--- config.mk ---
export PLATFORM = sky130hd
export DESIGN_NAME = captura_notas
export DESIGN_NICKNAME = d
export VERILOG_FILES = /design/src/rtl/notas_pkg.sv /design/src/rtl/sincronizador.sv /design/src/rtl/captura_notas.sv
export SDC_FILE = /design/constraint.sdc
export NUM_CORES = 1
export LEC_CHECK = 0
export CAP_MARGIN = 25
export CORE_UTILIZATION = 42
export CTS_BUF_LIST = sky130_fd_sc_hd__clkbuf_4 sky130_fd_sc_hd__clkbuf_8 sky130_fd_sc_hd__clkbuf_16
export DETAILED_ROUTE_END_ITERATION = 10
export GPL_TIMING_DRIVEN = 0
export PLACE_DENSITY = 0.69
export SLEW_MARGIN = 20
export SYNTH_ARGS = -nofsm -noshare
export SYNTH_HDL_FRONTEND = slang
export SYNTH_HIERARCHICAL = 1
export SYNTH_SLANG_ARGS = --single-unit
--- constraint.sdc ---
create_clock -name clock -period 2.4 [get_ports clock]
set_input_delay 0.36 -clock clock [delete_from_list [all_inputs] [get_ports clock]]
set_output_delay 0.36 -clock clock [all_outputs]
set_load 0.03 [all_outputs]
--- src/rtl/notas_pkg.sv ---
// ============================================================================
// notas_pkg : shared FSM state encoding, note codes and debounce default
// Revision  : 1.0
// ============================================================================
`default_nettype none

package notas_pkg;

  typedef enum logic [2:0] {
    IDLE      = 3'd0,
    DEB_PRESS = 3'd1,
    LOAD      = 3'd2,
    STROBE    = 3'd3,
    WAIT_REL  = 3'd4,
    DEB_REL   = 3'd5,
    LOCKED    = 3'd6
  } estado_t;

  localparam logic [3:0] LA_BAIXO = 4'b1110;
  localparam logic [3:0] SI_BAIXO = 4'b1111;
  localparam logic [3:0] DO_ALTO  = 4'b0001;
  localparam logic [3:0] RE_ALTO  = 4'b0010;
  localparam logic [3:0] INVAL1   = 4'b0000;
  localparam logic [3:0] INVAL2   = 4'b1000;

  localparam int DEBOUNCE_DEFAULT = 16;

endpackage

`default_nettype wire

--- src/rtl/sincronizador.sv ---
// ============================================================================
// sincronizador : parameterized-width two-flop synchronizer, async active-low reset
// Revision      : 1.0
// ============================================================================
`default_nettype none

module sincronizador #(
  parameter int WIDTH = 1
) (
  input  logic             clock,
  input  logic             reset,
  input  logic [WIDTH-1:0] d_i,
  output logic [WIDTH-1:0] q_o
);

  logic [WIDTH-1:0] meta_q;
  logic [WIDTH-1:0] sync_q;

  always_ff @(posedge clock or negedge reset) begin
    if (!reset) begin
      meta_q <= '0;
      sync_q <= '0;
    end else begin
      meta_q <= d_i;
      sync_q <= meta_q;
    end
  end

  assign q_o = sync_q;

endmodule

`default_nettype wire

--- src/rtl/captura_notas.sv ---
// ============================================================================
// captura_notas : synchronize/debounce note button, latch note, count, lock on fim
// Optional note history shift register enabled by `define CAPTURA_HISTORICO_EN
// Revision      : 1.0
// ============================================================================
`default_nettype none

module captura_notas
  import notas_pkg::*;
#(
  parameter int DEBOUNCE_CYCLES = DEBOUNCE_DEFAULT
) (
  input  logic        clock,
  input  logic        reset,
  input  logic        botao,
  input  logic [3:0]  nota_sw,
  input  logic        fim,
  output logic        ok,
  output logic [3:0]  nota_out,
  output logic [2:0]  conta,
  output logic        travado,
  output logic [19:0] historico
);

  localparam logic [7:0] DEB_LAST = 8'(DEBOUNCE_CYCLES - 1);

  logic       bt_s;
  logic [3:0] nt_s;

  sincronizador #(.WIDTH(1)) u_sinc_botao (
    .clock (clock),
    .reset (reset),
    .d_i   (botao),
    .q_o   (bt_s)
  );

  sincronizador #(.WIDTH(4)) u_sinc_nota (
    .clock (clock),
    .reset (reset),
    .d_i   (nota_sw),
    .q_o   (nt_s)
  );

  estado_t    state_q, state_d;
  logic [7:0] cnt_q, cnt_d;
  logic       ok_q, ok_d;
  logic [3:0] nota_q, nota_d;
  logic [2:0] conta_q, conta_d;
  logic       trav_q, trav_d;
  logic [1:0] fill_q;
  logic       armed_q;

  always_ff @(posedge clock or negedge reset) begin
    if (!reset) begin
      state_q <= IDLE;
      cnt_q   <= '0;
      ok_q    <= 1'b0;
      nota_q  <= '0;
      conta_q <= '0;
      trav_q  <= 1'b0;
      fill_q  <= '0;
      armed_q <= 1'b0;
    end else begin
      state_q <= state_d;
      cnt_q   <= cnt_d;
      ok_q    <= ok_d;
      nota_q  <= nota_d;
      conta_q <= conta_d;
      trav_q  <= trav_d;
      // bt_s only reflects the real button once the synchronizer has refilled;
      // a button held through reset must be seen released before it can arm.
      if (fill_q != 2'd2) fill_q <= fill_q + 2'd1;
      armed_q <= armed_q | ((fill_q == 2'd2) & ~bt_s);
    end
  end

  always_comb begin
    state_d = state_q;
    cnt_d   = cnt_q;
    ok_d    = 1'b0;
    nota_d  = nota_q;
    conta_d = conta_q;
    trav_d  = trav_q;
    case (state_q)
      IDLE: begin
        if (fim) begin
          state_d = LOCKED;
          trav_d  = 1'b1;
        end else if (bt_s && armed_q) begin
          state_d = DEB_PRESS;
          cnt_d   = '0;
        end
      end
      DEB_PRESS: begin
        if (!bt_s) begin
          state_d = IDLE;
        end else if (cnt_q == DEB_LAST) begin
          // note is captured on the edge entering LOAD so it leads ok by a cycle
          state_d = LOAD;
          nota_d  = nt_s;
        end else begin
          cnt_d = cnt_q + 8'd1;
        end
      end
      LOAD: begin
        state_d = STROBE;
        ok_d    = 1'b1;
        if (conta_q != 3'd7) conta_d = conta_q + 3'd1;
      end
      STROBE: state_d = WAIT_REL;
      WAIT_REL: begin
        if (!bt_s) begin
          state_d = DEB_REL;
          cnt_d   = '0;
        end
      end
      DEB_REL: begin
        if (bt_s) begin
          state_d = WAIT_REL;
        end else if (cnt_q == DEB_LAST) begin
          state_d = IDLE;
        end else begin
          cnt_d = cnt_q + 8'd1;
        end
      end
      LOCKED:  trav_d = 1'b1;
      default: state_d = IDLE;
    endcase
  end

  assign ok       = ok_q;
  assign nota_out = nota_q;
  assign conta    = conta_q;
  assign travado  = trav_q;

`ifdef CAPTURA_HISTORICO_EN
  logic [19:0] hist_q;

  always_ff @(posedge clock or negedge reset) begin
    if (!reset) begin
      hist_q <= '0;
    end else if (state_q == DEB_PRESS && state_d == LOAD) begin
      hist_q <= {hist_q[15:0], nt_s};
    end
  end

  assign historico = hist_q;
`else
  assign historico = '0;
`endif

endmodule

`default_nettype wire

**Yosys cells after proc, flatten, opt, wreduce, memory -nomap -nowiden**

Cells that the tools add are included.

- Bitwise gates (word level): 4
- Add/subtract/negate cells: 3
- Equal/unequal tests: 19
- Multiplexer cells: 18
- Reductions and logical operators: 9

Operators by type and width:

| cell | number |
|---|---|
| $mux W8 | 6 |
| $pmux W8 S4 | 1 |
| $mux W3 | 7 |
| $pmux W3 S7 | 1 |
| $ne A2 B2 Y1 const B | 6 |
| $eq A3 B3 Y1 const B | 3 |
| $ne A3 B3 Y1 const B | 3 |
| $add A8 B1 Y8 const B | 1 |
| $eq A8 B4 Y1 const B | 1 |
| $eq A3 B2 Y1 const B | 2 |
| $reduce_and A6 Y1 | 1 |
| $reduce_and A5 Y1 | 1 |
| $reduce_and A2 Y1 | 2 |
| $reduce_bool A4 Y1 | 1 |
| $add A3 B1 Y3 const B | 1 |
| $eq A3 B1 Y1 const B | 1 |
| $logic_not A3 Y1 | 1 |
| $ne A3 B2 Y1 const B | 1 |
| $reduce_and A3 Y1 | 1 |
| $add A2 B1 Y2 const B | 1 |
| $eq A2 B2 Y1 const B | 1 |
| $mux W1 | 2 |
| $ne A2 B1 Y1 const B | 1 |
| $not A1 Y1 | 2 |
| other kinds (5) | 5 |

- Output and inout port bits: 29
- Input bits: 8
- Word-level logic and storage cells: 65
- Flip-flop bits (word level): 33

**Longest topological paths before layout**

- Depth in word-level cells: 4
- Depth in mapped cells: 6
- Mapped depth without buffers: 5

**Cells and area by module**

Netlist, hierarchy kept.

By module, submodules not included:

| module | cells each | area an instance (um2) | times used | seq. area each (um2) |
|---|---|---|---|---|
| captura_notas | 124 | 1,320.0 | 1 | 575.6 |
| sincronizador at u_sinc_nota | 8 | 200.2 | 1 | 200.2 |
| sincronizador at u_sinc_botao | 2 | 50.0 | 1 | 50.0 |

**Least setup slack after synthesis**

Ideal clock, no wire load.

- Path type: register to register
- From: reg conta_q[0] (netlist: conta[0])
- To: reg conta_q[1] (netlist: conta[1])
- Period minus slack after synthesis: 1.726 ns
- Stages on the path, launching flop included: 5
- Required time: 2.275 ns
- Data arrival time: 1.602 ns
- Slack: 0.674 ns
- Setup time: 0.125 ns
- Buffers on the path: 0
- Cell sequence: dfrtp_1 > ha_1 > ha_1 > nor3_1 > mux2_2

- Word-level cells in the longest chain between the ends: 2
- Elaborated cells between the ends (all ways): 3
- Those cells by class: 1 x add/sub; 1 x eq/ne; 1 x reduce/logical

RTL lines:

| what | RTL line | source |
|---|---|---|
| start, declared | captura_notas.sv:48 | `logic [2:0] conta_q, conta_d;` |
| start signal, assigned | captura_notas.sv:68 | `conta_q <= conta_d;` |
| branches (longest 2 deep; another with $add A3 B1 Y3) | -- |  |

Several ways; the timed one is not identified.
A chain may end at the register's enable or synchronous reset.

**Worst setup path in the final report**

- From: reg cnt_q[0]
- To: reg cnt_q[1]

- Word-level cells in the longest chain between the ends: 4
- Elaborated cells between the ends (all ways): 6
- Those cells by class: 1 x add/sub; 1 x eq/ne; 4 x mux

RTL lines:

| what | RTL line | source |
|---|---|---|
| start, declared | captura_notas.sv:45 | `logic [7:0] cnt_q, cnt_d;` |
| start signal, assigned | captura_notas.sv:65 | `cnt_q <= cnt_d;` |
| $add A8 B1 Y8 / $eq A8 B4 Y1 (equally long branches) | -- |  |
| $mux W8 * | captura_notas.sv:97, captura_notas.sv:120 |  |
| $mux W8 (on tied branches) | captura_notas.sv:118, captura_notas.sv:95 |  |
| $pmux W8 S4 * | captura_notas.sv:84 | `case (state_q)` |

Mark *: on every way between the ends. The rest lies on a longest branch, timed or not. The select of a mux whose other input is x is not followed.

==> flow_summary_export.csv <==
group,metric,value,unit
global_route,antenna_found_initial,0,
logic_synthesis,ys_top_cells_by_area,"dfrtp_1, buf_4, mux2_4",
place,hpwl,1770,um
outcome,outcome,"finished clean",
worst_setup_path,cp_max_fo,8,
finish,drive_above_1_share,25.4,%
floorplan,ios,37,
timing,slew-limit-headroom,53.2,%
routing,drt_iter0_drc,23,
clocking,cts-buffers-inserted,5,
logic_synthesis,yosysTopAreaCellShare,52.6,%
timing,setup_viol,0,
logic_synthesis,synth.most_common_cell,"dfrtp_1",
routing,routed_wl,2530,um
timing,tns,0,ps
clocking,cts_tree,"done",
timing,finClkSkew,4.56,ps
floorplan,start_util,45.3,%
timing,fmax,0.497,GHz
worst_setup_path,worstSetupEndpointType,"flip-flop",
routing,ant_nets,0,
place,dp_slack,400,ps
worst_setup_path,slowest_stage,"a221oi_2",
timing,hold_viol,0,
timing,min_period,2010,ps
timing,drv_slew,0,
clocking,clock_path_buffers,2,
place,io_buffers,16,
timing,tightest_slew,702,ps
global_route,grt_pass1_wl,4480,um
flow_run,drv_cap,0,
clocking,ctsHoldBuffers,0,
logic_synthesis,yosys.area.top_type,"dfrtp_1",
finish,areaGrowthSynthToFinish,23.6,%
global_route,grt-ovfl-total,0,
routing,via_per_inst,4.56,
timing,holdWs,121,ps
logic_synthesis,syn_area,1570,um2
worst_setup_path,cp.required,2610,ps
logic_synthesis,synth_area_per_cell,11.7,um2
clocking,root_buffer,"clkbuf_8",
clocking,cts_max_level,2,
timing,rsz0062_at_grt,"no",
floorplan,core_area,3470,um2
floorplan,die-area,3990,um2
logic_synthesis,synthFlopType,"dfrtp_1",
logic_synthesis,netlist_instances,134,
worst_setup_path,setup.worst_path.class,"reg2reg",
routing,drt-pass1-iter-count,4,
floorplan,die_w,63.1,um
logic_synthesis,async_flop_share,100,%
finish,n_antenna_cell,0,
logic_synthesis,synth_edf_count,0,
routing,vias,1016,
clocking,cts.sinks,33,
finish,nets,188,
logic_synthesis,yosys_warnings,6,
global_route,grt_pass1_vias,992,
place,gp_congestion,0.712,
timing,period_share,83.8,%
floorplan,die_h,63.1,um
worst_setup_path,crit_buf_inv,0,
routing,wl_per_cell,11.3,um
pwr,ir_drop,538,uV
worst_setup_path,start_kind,"flip-flop",
logic_synthesis,yosys.cell_types.count,38,
global_route,grt.total_usage,14.7,%
floorplan,rows,21,
pwr,leakagePower,0.947,nW
worst_setup_path,critical-path-top-delay-family,"compound AO/OA/AOI/OAI gates",
global_route,grt_start_max_net_pins,34,
clocking,cts_setup_buffers,0,
clocking,clock_latency,280,ps
logic_synthesis,ys_top_cells_by_count,"dfrtp_1, buf_4, a31oi_1",
worst_setup_path,cpPeakStageDelay,630,ps
pwr,p_per_area,784,nW/um2
clocking,clk_pin_slew,70,ps
min_path,min_path_type,"in2async",
worst_setup_path,crit_path_cell_trace,"ha_1, nand3_1, nor2_4, a221oi_2, mux2i_1",
logic_synthesis,seq_area_frac_synth,52.6,%
worst_setup_path,arrival,2230,ps
clocking,ctsResizeCount,0,
timing,postLayoutSetupSlackWorst,389,ps
routing,drc,0,
logic_synthesis,ys_ff_latch,33,
## final timing paths
path	startpoint	endpoint	slack, ps	cells after the start
max in group asynchronous	reset	u_sinc_nota/meta_q[0]	1830	1
hold / removal	reset	cnt_q[7]	120	1
hold reg to reg	u_sinc_nota/meta_q[3]	u_sinc_nota/q_o[3]	350	0
min in group clock	u_sinc_nota/meta_q[3]	u_sinc_nota/q_o[3]	350	0
setup reg to reg	cnt_q[0]	cnt_q[1]	390	5
setup / recovery	cnt_q[0]	cnt_q[1]	390	5
## routing by layer
layer | vias up | global-route usage (%) | routed length (um) | part of all wire, %
li1 | 511 | - | - | -
met1 | 476 | 18.0 | 1150 | 46
met2 | 27 | 23.1 | 1230 | 49
met3 | 2 | 4.89 | 128 | 5.1
met4 | 0 | 7.27 | 15 | 0.59
met5 | - | 0 | 0 | 0
## stage by stage
step / utilization, % / power (W) / instance area [um2] / instances
after CTS: 56.0 / 0.00154 / 1940 / 223
after global routing: 56.0 / 0.00160 / 1940 / 223
after floorplan: - / 0.00101 / 1640 / 153
after global placement: 53.6 / 0.00111 / 1860 / 215
final: 56.0 / 0.00152 / 1940 / 223
after detailed placement: 53.5 / 0.00112 / 1850 / 215
## cells by family after synthesis
family	after synthesis	share of synthesized area [%]
other cells	1	0.239
simple gates	29	11.6
xor+xnor	3	1.67
buf+inv	29	12.2
mux	8	6.53
compound gates	27	12.0
fa+ha+maj	4	3.19
flops	33	52.6
## worst reg2reg max path, delay by kind of cell (launching register included)
| kind | cells | cell delay [ps] |
|---|---|---|
| AO/OA/AOI/OAI | 1 | 630 |
| adder cells (fa/ha/maj) | 1 | 280 |
| flip-flops | 1 | 420 |
| multiplexers | 1 | 250 |
| AND/OR/NAND/NOR | 2 | 360 |
## registers in the layout, summed over array words and instances (netlist names)
name                 flops
nota_out                 4
fill_q                   2
u_sinc_botao/meta_q      1
u_sinc_nota/meta_q       4
conta                    3
cnt_q                    8
armed_q                  1
ok                       1
travado                  1
u_sinc_botao/q_o         1
state_q                  3
u_sinc_nota/q_o          4
## final cells by class
cell class | instances | area, um2
well taps | 46 | 57.6
clock buffers | 5 | 68.8
flip-flops and latches | 33 | 826
inverters | 4 | 15.0
plain buffers | 25 | 176
repair buffers | 16 | 155
fillers | 327 | 1530
multi-input cells | 91 | 624
clock inverters | 3 | 17.5
## cells in the final DEF (no fill, tap or decap), types with 2 or more instances in the layout
cell and n:
a31oi_1 9, nand3_1 2, o21ai_0 4, nor3_1 2, dfrtp_1 33, buf_4 21, nand2b_1 4, mux2_2 2
buf_2 4, ha_1 4, a21oi_1 4, a41oi_1 2, inv_1 4, conb_1 20, mux2_4 4, clkinv_2 2
nor2b_1 4, mux2i_1 2, clkdlybuf4s50_1 15, xor2_1 2, clkbuf_8 5, nand2_1 8
## report_power, final
group | internal, W | switching (W)
combinational | 0.000173 | 0.000219
clock | 0.000200 | 0.000207
sequential | 0.000639 | 0.0000832
Power figures use the tool's default switching activity.
